===== src/rtl/dmem_bridge.sv =====
// Data-memory bridge: turns a single-cycle mem-stage request into a held bus
// cycle. It stalls the pipeline until ack or timeout, then returns load data.
module dmem_bridge #(
    parameter int unsigned TIMEOUT = 255
) (
    input  logic        clk,
    input  logic        rst,
    input  logic        ce_i,
    input  logic        we_i,
    input  logic [3:0]  sel_i,
    input  logic [31:0] addr_i,
    input  logic [31:0] wdata_i,
    input  logic        flush_i,
    output logic [31:0] rdata_o,
    output logic        stall_req_o,
    output logic        bus_err_o,
    output logic        bus_req_o,
    output logic        bus_we_o,
    output logic [3:0]  bus_sel_o,
    output logic [31:0] bus_addr_o,
    output logic [31:0] bus_wdata_o,
    input  logic        bus_ack_i,
    input  logic [31:0] bus_rdata_i
);

    localparam logic       CHIP_ENABLE = 1'b1;
    localparam logic [7:0] LAST_WAIT   = 8'(TIMEOUT - 1);

    typedef enum logic [1:0] {
        IDLE = 2'd0,
        BUSY = 2'd1,
        DONE = 2'd2
    } state_t;

    state_t     state;
    state_t     state_next;
    logic [7:0] wait_cnt;
    logic       capture;
    logic       ack_seen;
    logic       timed_out;

    always_ff @(posedge clk or posedge rst) begin
        if (rst) begin
            state <= IDLE;
        end else begin
            state <= state_next;
        end
    end

    // NOTE: every always_comb output gets a default first so no path can infer a latch.
    always_comb begin
        state_next  = state;
        capture     = 1'b0;
        ack_seen    = 1'b0;
        timed_out   = 1'b0;
        stall_req_o = 1'b0;
        case (state)
            IDLE: begin
                if (ce_i == CHIP_ENABLE && !flush_i) begin
                    capture     = 1'b1;
                    stall_req_o = 1'b1;
                    state_next  = BUSY;
                end
            end
            BUSY: begin
                stall_req_o = 1'b1;
                // Ack has priority over a timeout landing in the same cycle.
                if (bus_ack_i) begin
                    ack_seen   = 1'b1;
                    state_next = DONE;
                end else if (wait_cnt == LAST_WAIT) begin
                    timed_out  = 1'b1;
                    state_next = DONE;
                end
            end
            DONE: begin
                state_next = IDLE;
            end
            default: begin
                state_next = IDLE;
            end
        endcase
        // The request term looks at ce_i directly, so it must be masked while in reset.
        if (rst) begin
            stall_req_o = 1'b0;
        end
    end

    // NOTE: sequential state uses non-blocking assignments only, so every register
    // samples pre-edge values regardless of statement order.
    always_ff @(posedge clk or posedge rst) begin
        if (rst) begin
            wait_cnt    <= '0;
            rdata_o     <= '0;
            bus_err_o   <= 1'b0;
            bus_req_o   <= 1'b0;
            bus_we_o    <= 1'b0;
            bus_sel_o   <= '0;
            bus_addr_o  <= '0;
            bus_wdata_o <= '0;
        end else begin
            bus_err_o <= timed_out;
            if (capture) begin
                bus_req_o   <= 1'b1;
                bus_we_o    <= we_i;
                bus_sel_o   <= sel_i;
                bus_addr_o  <= addr_i;
                bus_wdata_o <= wdata_i;
                wait_cnt    <= '0;
            end else if (ack_seen) begin
                bus_req_o <= 1'b0;
                bus_we_o  <= 1'b0;
                if (!bus_we_o) begin
                    rdata_o <= bus_rdata_i;
                end
            end else if (timed_out) begin
                bus_req_o <= 1'b0;
                bus_we_o  <= 1'b0;
                if (!bus_we_o) begin
                    rdata_o <= '0;
                end
            end else if (state == BUSY) begin
                wait_cnt <= wait_cnt + 8'd1;
            end
        end
    end

    a_busy_stable : assert property (@(posedge clk) disable iff (rst)
        (state == BUSY && state_next == BUSY) |=>
            ($stable(bus_addr_o) && $stable(bus_sel_o) && $stable(bus_wdata_o)
             && $stable(bus_we_o) && bus_req_o));

    a_err_in_done : assert property (@(posedge clk) disable iff (rst)
        bus_err_o |-> (state == DONE));

    a_we_needs_req : assert property (@(posedge clk) disable iff (rst)
        bus_we_o |-> bus_req_o);

endmodule

===== config.mk =====
export PLATFORM = sky130hd
export DESIGN_NAME = dmem_bridge
export DESIGN_NICKNAME = d
export VERILOG_FILES = /design/src/rtl/dmem_bridge.sv
export SDC_FILE = /design/constraint.sdc
export NUM_CORES = 1
export LEC_CHECK = 0
export BUFFER_PORTS_ARGS = -buffer_cell sky130_fd_sc_hd__buf_2
export CORE_MARGIN = 3
export CORE_UTILIZATION = 33
export DETAILED_ROUTE_END_ITERATION = 8
export PLACE_DENSITY_LB_ADDON = 0.25
export SLEW_MARGIN = 30
export SYNTH_ARGS = -nofsm -noshare
export SYNTH_HDL_FRONTEND = slang
export SYNTH_SLANG_ARGS = --single-unit

===== constraint.sdc =====
create_clock -name clk -period 4 [get_ports clk]
set_input_delay 0 -clock clk [delete_from_list [all_inputs] [get_ports clk]]
set_output_delay 0 -clock clk [all_outputs]
set_load 0.03 [all_outputs]

==> reports/summary.txt, run 1 <==
Fin crit period = 2.049 ns
Synth Cell Area = 0.004641 mm²
Via count = 4645
Post-DR vias/cell = 4.682
Leak Pwr = 4.022 nW
Worst EP required = 4.00 ns
Clk slew on worst S/H paths = 0.05 ns
Area contributors post-synth = dfrtp_1, nand2_1, a22oi_1, o21ai_0, inv_1
CTS H-tree lvls = 4
Combinational Power Share = 31.4%
Clock buffer depth = 2
# rows = 42
Yosys cell types = 32
Switching Fraction = 36.08%
ANT nets after route = 0
Synth top area share = 60.93%
Power Density = 600.6 mW/mm²
Power share of the sequential group = 35.9%
# IOs = 210
First DRT Iteration DRCs = 244
Worst-case vdd ir drop = 0.3170 mV
Hold Crit Class = input pin to flip-flop
Initial core utilization = 34.36%
Ys Warns = 0
Gpl congestion = 0.8064
Multi-input combinational cell area = 0.001548 mm²
Root Buffer = clkbuf_16
Total Die Area = 0.01552 mm²
Hold Worst Slack = 0.03681 ns
Clk_skew = 0.005937 ns
Worst-Margin Slew = 0.8421 ns
Status = finished, final reports clean
Crit path DAT = 2.05 ns
Post-synthesis mux area share = 1.726%
Layout cell share with drive strength beyond 1 = 30.27%
Area delta synth->final = 59.72%
Cell taking the most area after synthesis = dfrtp_1
Fin crit share = 51.21%
Kind of critical path = flip-flop to output port
Crit. End Element = output port
F_max = 0.4881 GHz
Clk sinks = 113
Core ar. = 0.01351 mm²
RSZ-0062 raised after global routing = false
Max_cap viols = 0
DR WL/cell = 13.92 µm
Clock latency on the worst-skew pair = 0.40 ns
ANT cells = 0
Final count of negative-setup-slack endpoints = 0
Post-synthesis adder-cell area fraction = 0.5392%
CTS tree = done
Register area = 0.002828 mm²
Number of synthesized register bits = 113
Die W = 124.6 µm
Post-layout nets = 913
Largest family of logic cells by synthesized area = simple AND/OR/NAND/NOR gates
Routed WL = 13800 µm
Seq/Total Area, Yosys = 60.93%
Mapped Nets = 607
Total gr overflow = 0
Synth Area in XOR/XNOR = 0%
Clock power share = 32.7%
Hold Buf Count CTS = 102
Syn Area/Cell = 9.300 µm²
Post-CTS resize count = 0
NetSw = 1.606 mW
Die H = 124.6 µm
# DRC = 0
Postcts setup bufs = 0
Simple-Gate Fraction of Synth Area = 20.54%
Fillers = 1147
Fin. max-slew vios = 0
DP Wirelength = 8392 µm
TritonCTS buffer count = 17
# port buffers = 209
DR pass1 iterations = 4
All-layer global routing usage = 18.09%
Initial antenna violation count = 0
Final hold violations = 0
Synth Area in Compound Gates = 10.06%
Internal power = 2.846 mW
Synthesized instance count = 499
First-pass GRT wire length = 23160 µm
Final setup TNS = 0 ns
Max-slew headroom = 43.86%
Crit path launch type = flip-flop
Largest net degree at the start of global routing = 89
Vias in the first global route = 4783
CP max FO = 34
==> layer usage <==
metal,GRT usage [%],vias up,wire length [µm]
met4,8.575,0,350
met5,0,-,0
met2,28.53,210,6409
met3,5.961,31,1159
li1,-,2213,-
met1,22.44,2191,5884
==> critical path, stage by stage (launching register included) <==
cell	delay, ns
dfrtp_1	0.47
nor4b_2	0.35
buf_4	0.40
nor2_1	0.07
nor3_1	0.13
buf_2	0.23
==> power by group through the flow <==
stage | Sequential [mW] | Clock (mW) | Combinational, mW
finish | 1.60 | 1.46 | 1.40
CTS | 1.60 | 1.49 | 1.40
floorplan | 2.11 | 0 | 0.379
global route | 1.64 | 1.55 | 1.51
detailed placement | 1.61 | 0 | 1.33
global placement | 1.59 | 0 | 1.31
==> cell type report <==
type,instances,share of cell area [%]
Timing Repair Buffer,316,28.39
Clock buffer,24,6.634
Inverter,36,1.891
Sequential cell,113,38.15
Clock inverter,6,1.080
Tap cell,176,2.971
Multi-Input combinational cell,321,20.88
==> metrics by stage <==
step / power [mW] / worst slack [ns] / cell area, µm² / cells / utilization [%]
floorplan: 2.491 / 1.013 / 4641 / 499 / -
global placement: 2.900 / 2.022 / 5816 / 860 / 43.06
detailed placement: 2.934 / 1.932 / 5818 / 860 / 43.08
CTS: 4.495 / 1.894 / 7411 / 992 / 54.87
global route: 4.699 / 1.811 / 7412 / 992 / 54.88
finish: 4.452 / 1.951 / 7412 / 992 / 54.88
==> final timing paths <==
check	slack, ns	cells past startpoint	from	to
worst min-delay path	0.04	4	bus_ack_i	wait_cnt[2]
worst max-delay path	1.95	5	state[1]	stall_req_o
worst max register to register	1.98	4	state[1]	bus_addr_o[4]
max in group asynchronous	2.80	4	rst	bus_wdata_o[31]
worst min register to register	0.47	2	bus_wdata_o[3]	bus_wdata_o[3]
min in group asynchronous	0.35	3	rst	rdata_o[16]
==> cell families after synthesis <==
family          Yosys count
compound gates           74
fa+ha+maj                 2
buf+inv                  65
flops                   113
mux                       8
simple gates            237
==> cell usage in the layout, fill, tap and decap left out, types with 8 or more instances in the layout <==
cell type | Yosys | routed
nand2_1 | 214 | 214
buf_2 | 11 | 209
dfrtp_1 | 113 | 113
dlygate4sd3_1 | 0 | 102
inv_1 | 36 | 35
a22oi_1 | 32 | 32
o21ai_0 | 29 | 29
clkbuf_16 | 0 | 17
mux2i_1 | 8 | 8
==> Yosys cell counts (all sizes together) <==
| master | count |
|---|---|
| nand2 | 214 |
| dfrtp | 113 |
| inv | 36 |
| o21ai | 34 |
| a22oi | 32 |
| buf | 19 |
| clkbuf | 10 |
| mux2i | 8 |
| nand3 | 4 |
| a211oi | 3 |
| a21oi | 2 |
| ha | 2 |
| nand4 | 2 |
| nor2 | 2 |
| nor3 | 2 |
| nor4 | 2 |
| or3b | 2 |
| a21o | 1 |
| and2 | 1 |
| and3 | 1 |
| and4 | 1 |
| nand2b | 1 |
| nor2b | 1 |
| nor3b | 1 |
| nor4b | 1 |
| nor4bb | 1 |
| o211ai | 1 |
| o31a | 1 |
| or4b | 1 |
==> registers in the layout (all words and copies together), names as in the netlist <==
name	flops
bus_req_o	1
bus_err_o	1
rdata_o	32
bus_wdata_o	32
wait_cnt	8
bus_we_o	1
bus_addr_o	32
bus_sel_o	4
state	2
Note: power is estimated with default switching activity, not from simulation.
==> run 2: changes to the inputs <==
==> constraint.sdc (replaced) <==
create_clock -name clk -period 1.65 [get_ports clk]
set_input_delay 0 -clock clk [delete_from_list [all_inputs] [get_ports clk]]
set_output_delay 0 -clock clk [all_outputs]
set_load 0.03 [all_outputs]
==> run 2 against run 1 <==
The flow now finishes with violations (setup timing); clock skew rose by 0.0048 ns; die area unchanged; worst hold slack worse by 0.0076 ns; wire length increased by 5.3%; sequential power up 140%; critical path depth increased by 1; final cell count rose by 2.0%; sequential share of layout area is 1.8 points lower; clock-buffer cell count grew 2; largest power group unchanged.
==> reports/summary.txt, run 2 (synthesis gave the netlist of run 1 again) <==
Crit path DAT = 1.68 ns
CP max FO = 2
DR pass1 iterations = 5
Worst r2r path cells = 6
Most common cell on crit path = buf_4
Kind of critical path = flip-flop to output port
ANT nets after route = 0
Clk sinks = 113
Violated checks = setup timing
# DRC = 0
First DRT Iteration DRCs = 173
Clock power share = 31.9%
Switching Fraction = 36.13%
Regs by FF count = bus_addr_o: 32 flops, bus_wdata_o: 32 flops, rdata_o: 32 flops
Crit path launch type = flip-flop
Area delta synth->final = 67.70%
Total Die Area = 0.01552 mm²
DP Wirelength = 8669 µm
Max-slew headroom = 59.53%
Reg2reg setup slack = 0.05 ns
RSZ-0062 raised after global routing = true
CTS H-tree lvls = 4
Final hold violations = 0
CTS tree = done
Slowest cell on the critical path = dfrtp_1
# IOs = 210
Largest net degree at the start of global routing = 65
Fillers = 1125
Fin. max-slew vios = 0
Worst EP required = 1.65 ns
Power Density = 1417 mW/mm²
Fin crit share = 102.1%
Hold Crit Class = input pin to flip-flop
Commonest cells after routing, fill and taps aside = nand2_1, buf_2, dfrtp_1
Die W = 124.6 µm
Clock buffer depth = 2
Via count = 4629
Combinational Power Share = 33.0%
Core ar. = 0.01351 mm²
Root Buffer = clkbuf_16
Register area = 0.002828 mm²
Crit. End Element = output port
First-pass GRT wire length = 23520 µm
Worst-Margin Slew = 0.6070 ns
Total gr overflow = 0
Pre-CTS WS = -0.02345 ns
All-layer global routing usage = 18.56%
# rows = 42
DR WL/cell = 14.37 µm
TritonCTS buffer count = 17
Power share of the sequential group = 35.1%
Max_cap viols = 0
# port buffers = 209
Fin worst setup slack = -0.03445 ns
Layout cell share with drive strength beyond 1 = 33.85%
Routed WL = 14540 µm
Status = complete, but fails checks
Clock latency on the worst-skew pair = 0.41 ns
Gpl congestion = 0.7911
Initial core utilization = 34.36%
Commonest non-fill, non-tap cell in the layout = nand2_1
Internal power = 7.044 mW
Clk slew on worst S/H paths = 0.05 ns
Hold Worst Slack = 0.02922 ns
Vias in the first global route = 4810
Worst-case vdd ir drop = 0.7448 mV
Leak Pwr = 4.179 nW
F_max = 0.5937 GHz
Die H = 124.6 µm
Tot Pwr = 11.03 mW
Initial antenna violation count = 0
Multi-input combinational cell area = 0.001638 mm²
Worst path max stage delay = 0.38 ns
Post-layout nets = 933
Post-DR vias/cell = 4.574
Hold Path Depth = 3
Fin crit period = 1.684 ns
ANT cells = 0
Final count of negative-setup-slack endpoints = 1
CP cell instances = buf_6, nor4b_4, buf_4, nor2_2, nor3_2, buf_4
Clk_skew = 0.01072 ns
NetSw = 3.985 mW
-- run 2: cell types whose count changed in the layout (fill, tap and decap cells not counted), sizes merged --
cell      change
buf          +18
clkbuf        +4
clkinv        -2
bufinv        -1
clkinvlp      +2
inv           -1
-- run 2: area by class of cell --
cell class,count,area share (%)
clock buffers,26,6.801
clock inverters,4,0.6109
inverters,36,1.785
multi-input cells,321,21.05
flip-flops and latches,113,36.33
well taps,176,2.830
repair buffers,336,30.59
-- run 2: what timing repair did --
item	in CTS	in global routing
setup buffers	4	1
cloned	1	2
resized for setup	8	34
pin swaps	4	1
setup endpoints to repair	26	66
hold endpoints to repair	214	0
hold buffers	102	0
-- run 2: power groups by stage --
stage	clock network (mW)	logic (mW)	registers (mW)
floorplan	0	0.919	5.12
global placement	0	3.27	3.85
detailed placement	0	3.33	3.88
CTS	3.60	3.56	3.86
global route	3.75	3.94	3.96
finish	3.52	3.64	3.87
-- run 2: final timing paths --
path | from | to
max | state[0] | stall_req_o
max in group asynchronous | rst | bus_wdata_o[30]
min | bus_ack_i | bus_err_o
min reg2reg | bus_addr_o[24] | bus_addr_o[24]
min in group asynchronous | rst | wait_cnt[5]
max reg2reg | state[0] | rdata_o[24]
-- run 2: per-stage QoR --
step                       TNS, ns  cells  instance area (µm²)  utilization (%)
after detailed placement   -0.2234    874                 5972            44.22
after global placement    -0.01980    874                 5972            44.22
after floorplan                  0    499                 4644                -
final                     -0.03445   1012                 7782            57.62
after CTS                 -0.06766   1011                 7669            56.78
after global routing       -0.1617   1012                 7782            57.62
-- run 2: layer usage --
| metal | track usage, % | vias to the layer above | part of all wire, % |
|---|---|---|---|
| met5 | 0 | - | 0 |
| met4 | 6.641 | 0 | 1.6 |
| met3 | 6.475 | 21 | 8.1 |
| met2 | 31.27 | 191 | 49 |
| met1 | 22.00 | 2162 | 42 |
| li1 | - | 2255 | - |
-- run 2: worst max-delay path, delay by kind of cell (launching register included) --
family	cells	cell delay (ns)
flip-flops	1	0.38
AND/OR/NAND/NOR	3	0.43
buffers and inverters	3	0.46
==> run 3: changes to the inputs <==
==> constraint.sdc (replaced) <==
create_clock -name clk -period 1.65 [get_ports clk]
set_input_delay 0.0825 -clock clk [delete_from_list [all_inputs] [get_ports clk]]
set_output_delay 0.0825 -clock clk [all_outputs]
set_load 0.03 [all_outputs]
==> run 3 against run 2 <==
The flow still finishes with violations (setup timing); sequential power about the same; highest routed layer unchanged; first-iteration DRC count increased by 32%; design area is 2.7% higher; wire length grew 4.9%; critical path type unchanged; total power increased by 2.5%; final cell count is 0.69% higher; sequential cell count did not move; critical path depth unchanged; critical endpoint unchanged; sequential share of layout area fell by 0.94 points; clock skew down 0.0036 ns; core utilization increased by 1.5 points.
==> reports/summary.txt, run 3 (synthesis gave the netlist of run 1 again) <==
# rows = 42
CTS tree = done
Leak Pwr = 4.291 nW
Total gr overflow = 0
Status = complete, but fails checks
F_max = 0.5648 GHz
Layout cell share with drive strength beyond 1 = 33.93%
Worst path max stage delay = 0.39 ns
Kind of critical path = flip-flop to output port
Worst-Margin Slew = 0.4808 ns
Final count of negative-setup-slack endpoints = 66
Vias in the first global route = 4789
First-pass GRT wire length = 22830 µm
Cell area after layout = 0.007990 mm²
Regs by FF count = bus_addr_o: 32 flops, bus_wdata_o: 32 flops, rdata_o: 32 flops
Final hold violations = 0
Routed WL = 15250 µm
Die H = 124.6 µm
ANT cells = 0
Clock buffer depth = 2
Fin. max-slew vios = 0
Area delta synth->final = 72.18%
# port buffers = 209
Clk_skew = 0.007167 ns
CTS H-tree lvls = 4
Root Buffer = clkbuf_16
Total Die Area = 0.01552 mm²
Crit. End Element = output port
Die W = 124.6 µm
Crit path DAT = 1.69 ns
Gpl congestion = 0.8182
TritonCTS buffer count = 17
First DRT Iteration DRCs = 228
All-layer global routing usage = 18.17%
DP Wirelength = 8680 µm
Final Instance Count excl. Fillers = 1019
Slowest cell on the critical path = dfrtp_1
ANT nets after route = 0
Crit path launch type = flip-flop
Max_cap viols = 0
Fin worst setup slack = -0.1206 ns
Violated checks = setup timing
# DRC = 0
Area after DPL = 0.006000 mm²
Most common cell on crit path = buf_4
Pre-CTS WS = -0.04742 ns
Post-DR vias/cell = 4.649
Worst-case vdd ir drop = 0.7906 mV
Placed cell count = 872
Largest net degree at the start of global routing = 75
Power Density = 1414 mW/mm²
CP cell instances = buf_6, nor4b_4, buf_4, nor2_2, nor3_2, buf_4
Worst EP required = 1.57 ns
Clk slew on worst S/H paths = 0.05 ns
DR WL/cell = 14.96 µm
Via count = 4737
Commonest non-fill, non-tap cell in the layout = buf_2
CP max FO = 5
Initial antenna violation count = 0
# IOs = 210
Core ar. = 0.01351 mm²
Max-slew headroom = 67.95%
DR pass1 iterations = 4
Final core occ = 59.16%
Fillers = 1088
Fin crit period = 1.771 ns
Post-layout nets = 940
Clock latency on the worst-skew pair = 0.41 ns
Fin crit share = 107.3%
Commonest cells after routing, fill and taps aside = buf_2, nand2_1, dfrtp_1
Clk sinks = 113
Initial core utilization = 34.36%
RSZ-0062 raised after global routing = true
Hold Crit Class = input pin to flip-flop
==> run 3: path summary, 6_finish.rpt <==
check | start | end | slack (ns) | cells past startpoint
setup / recovery | state[0] | stall_req_o | -0.12 | 6
hold / removal | bus_ack_i | state[0] | 0.17 | 4
setup reg to reg | state[1] | rdata_o[1] | -0.07 | 6
hold reg to reg | bus_sel_o[1] | bus_sel_o[1] | 0.47 | 2
max in group asynchronous | rst | bus_addr_o[27] | 0.89 | 4
min in group asynchronous | rst | bus_req_o | 0.35 | 4
==> run 3: worst max-delay path, delay by kind of cell (launching register included) <==
kind / cells / cell delay (ns)
AND/OR/NAND/NOR: 3 / 0.39
flip-flops: 1 / 0.39
buffers and inverters: 3 / 0.49
==> run 3: cell type report <==
cell class	instances	area [µm²]	share of cell area, %
Clock inverter	5	100.1	1.253
Multi-Input combinational cell	322	1624	20.33
Timing Repair Buffer	342	2574	32.21
Inverter	36	138.9	1.738
Tap cell	176	220.2	2.756
Sequential cell	113	2828	35.39
Clock buffer	25	505.5	6.326
==> run 3: power breakdown <==
group	switching, mW	internal (mW)
clock	1.18	2.55
combinational	2.38	1.33
sequential	0.432	3.43
total	3.99	7.31
==> run 3: what timing repair did <==
item                                   in CTS  in global routing
hold buffers                              102                  0
setup endpoints to repair                  70                 56
gates cloned                                1                 10
buffers inserted                            4                  2
gates resized for setup                     9                 21
endpoints found under the hold margin     214                  0
pin swaps                                   1                  3
==> run 3: metal layers <==
metal / track usage [%] / share of wire (%) / wire length (µm) / vias to the layer above
met5: 0 / 0 / 0 / -
met4: 9.220 / 2.5 / 378 / 0
met3: 4.803 / 5.0 / 763 / 29
met2: 31.68 / 53 / 8046 / 163
met1: 20.40 / 40 / 6056 / 2272
li1: - / - / - / 2273
==> run 3: metrics by stage <==
| step | setup TNS, ns | hold slack, ns | total power, mW |
|---|---|---|---|
| 6_report | -1.266 | 0.1736 | 11.30 |
| 5_1_grt | -4.964 | 0.1736 | 11.88 |
| 4_1_cts | -0.9613 | 0.1639 | 11.24 |
| 3_5_place_dp | -0.1711 | 0.2573 | 7.214 |
| 3_3_place_gp | -0.03727 | 0.2494 | 7.134 |
| 2_1_floorplan | 0 | 0.1879 | 6.041 |
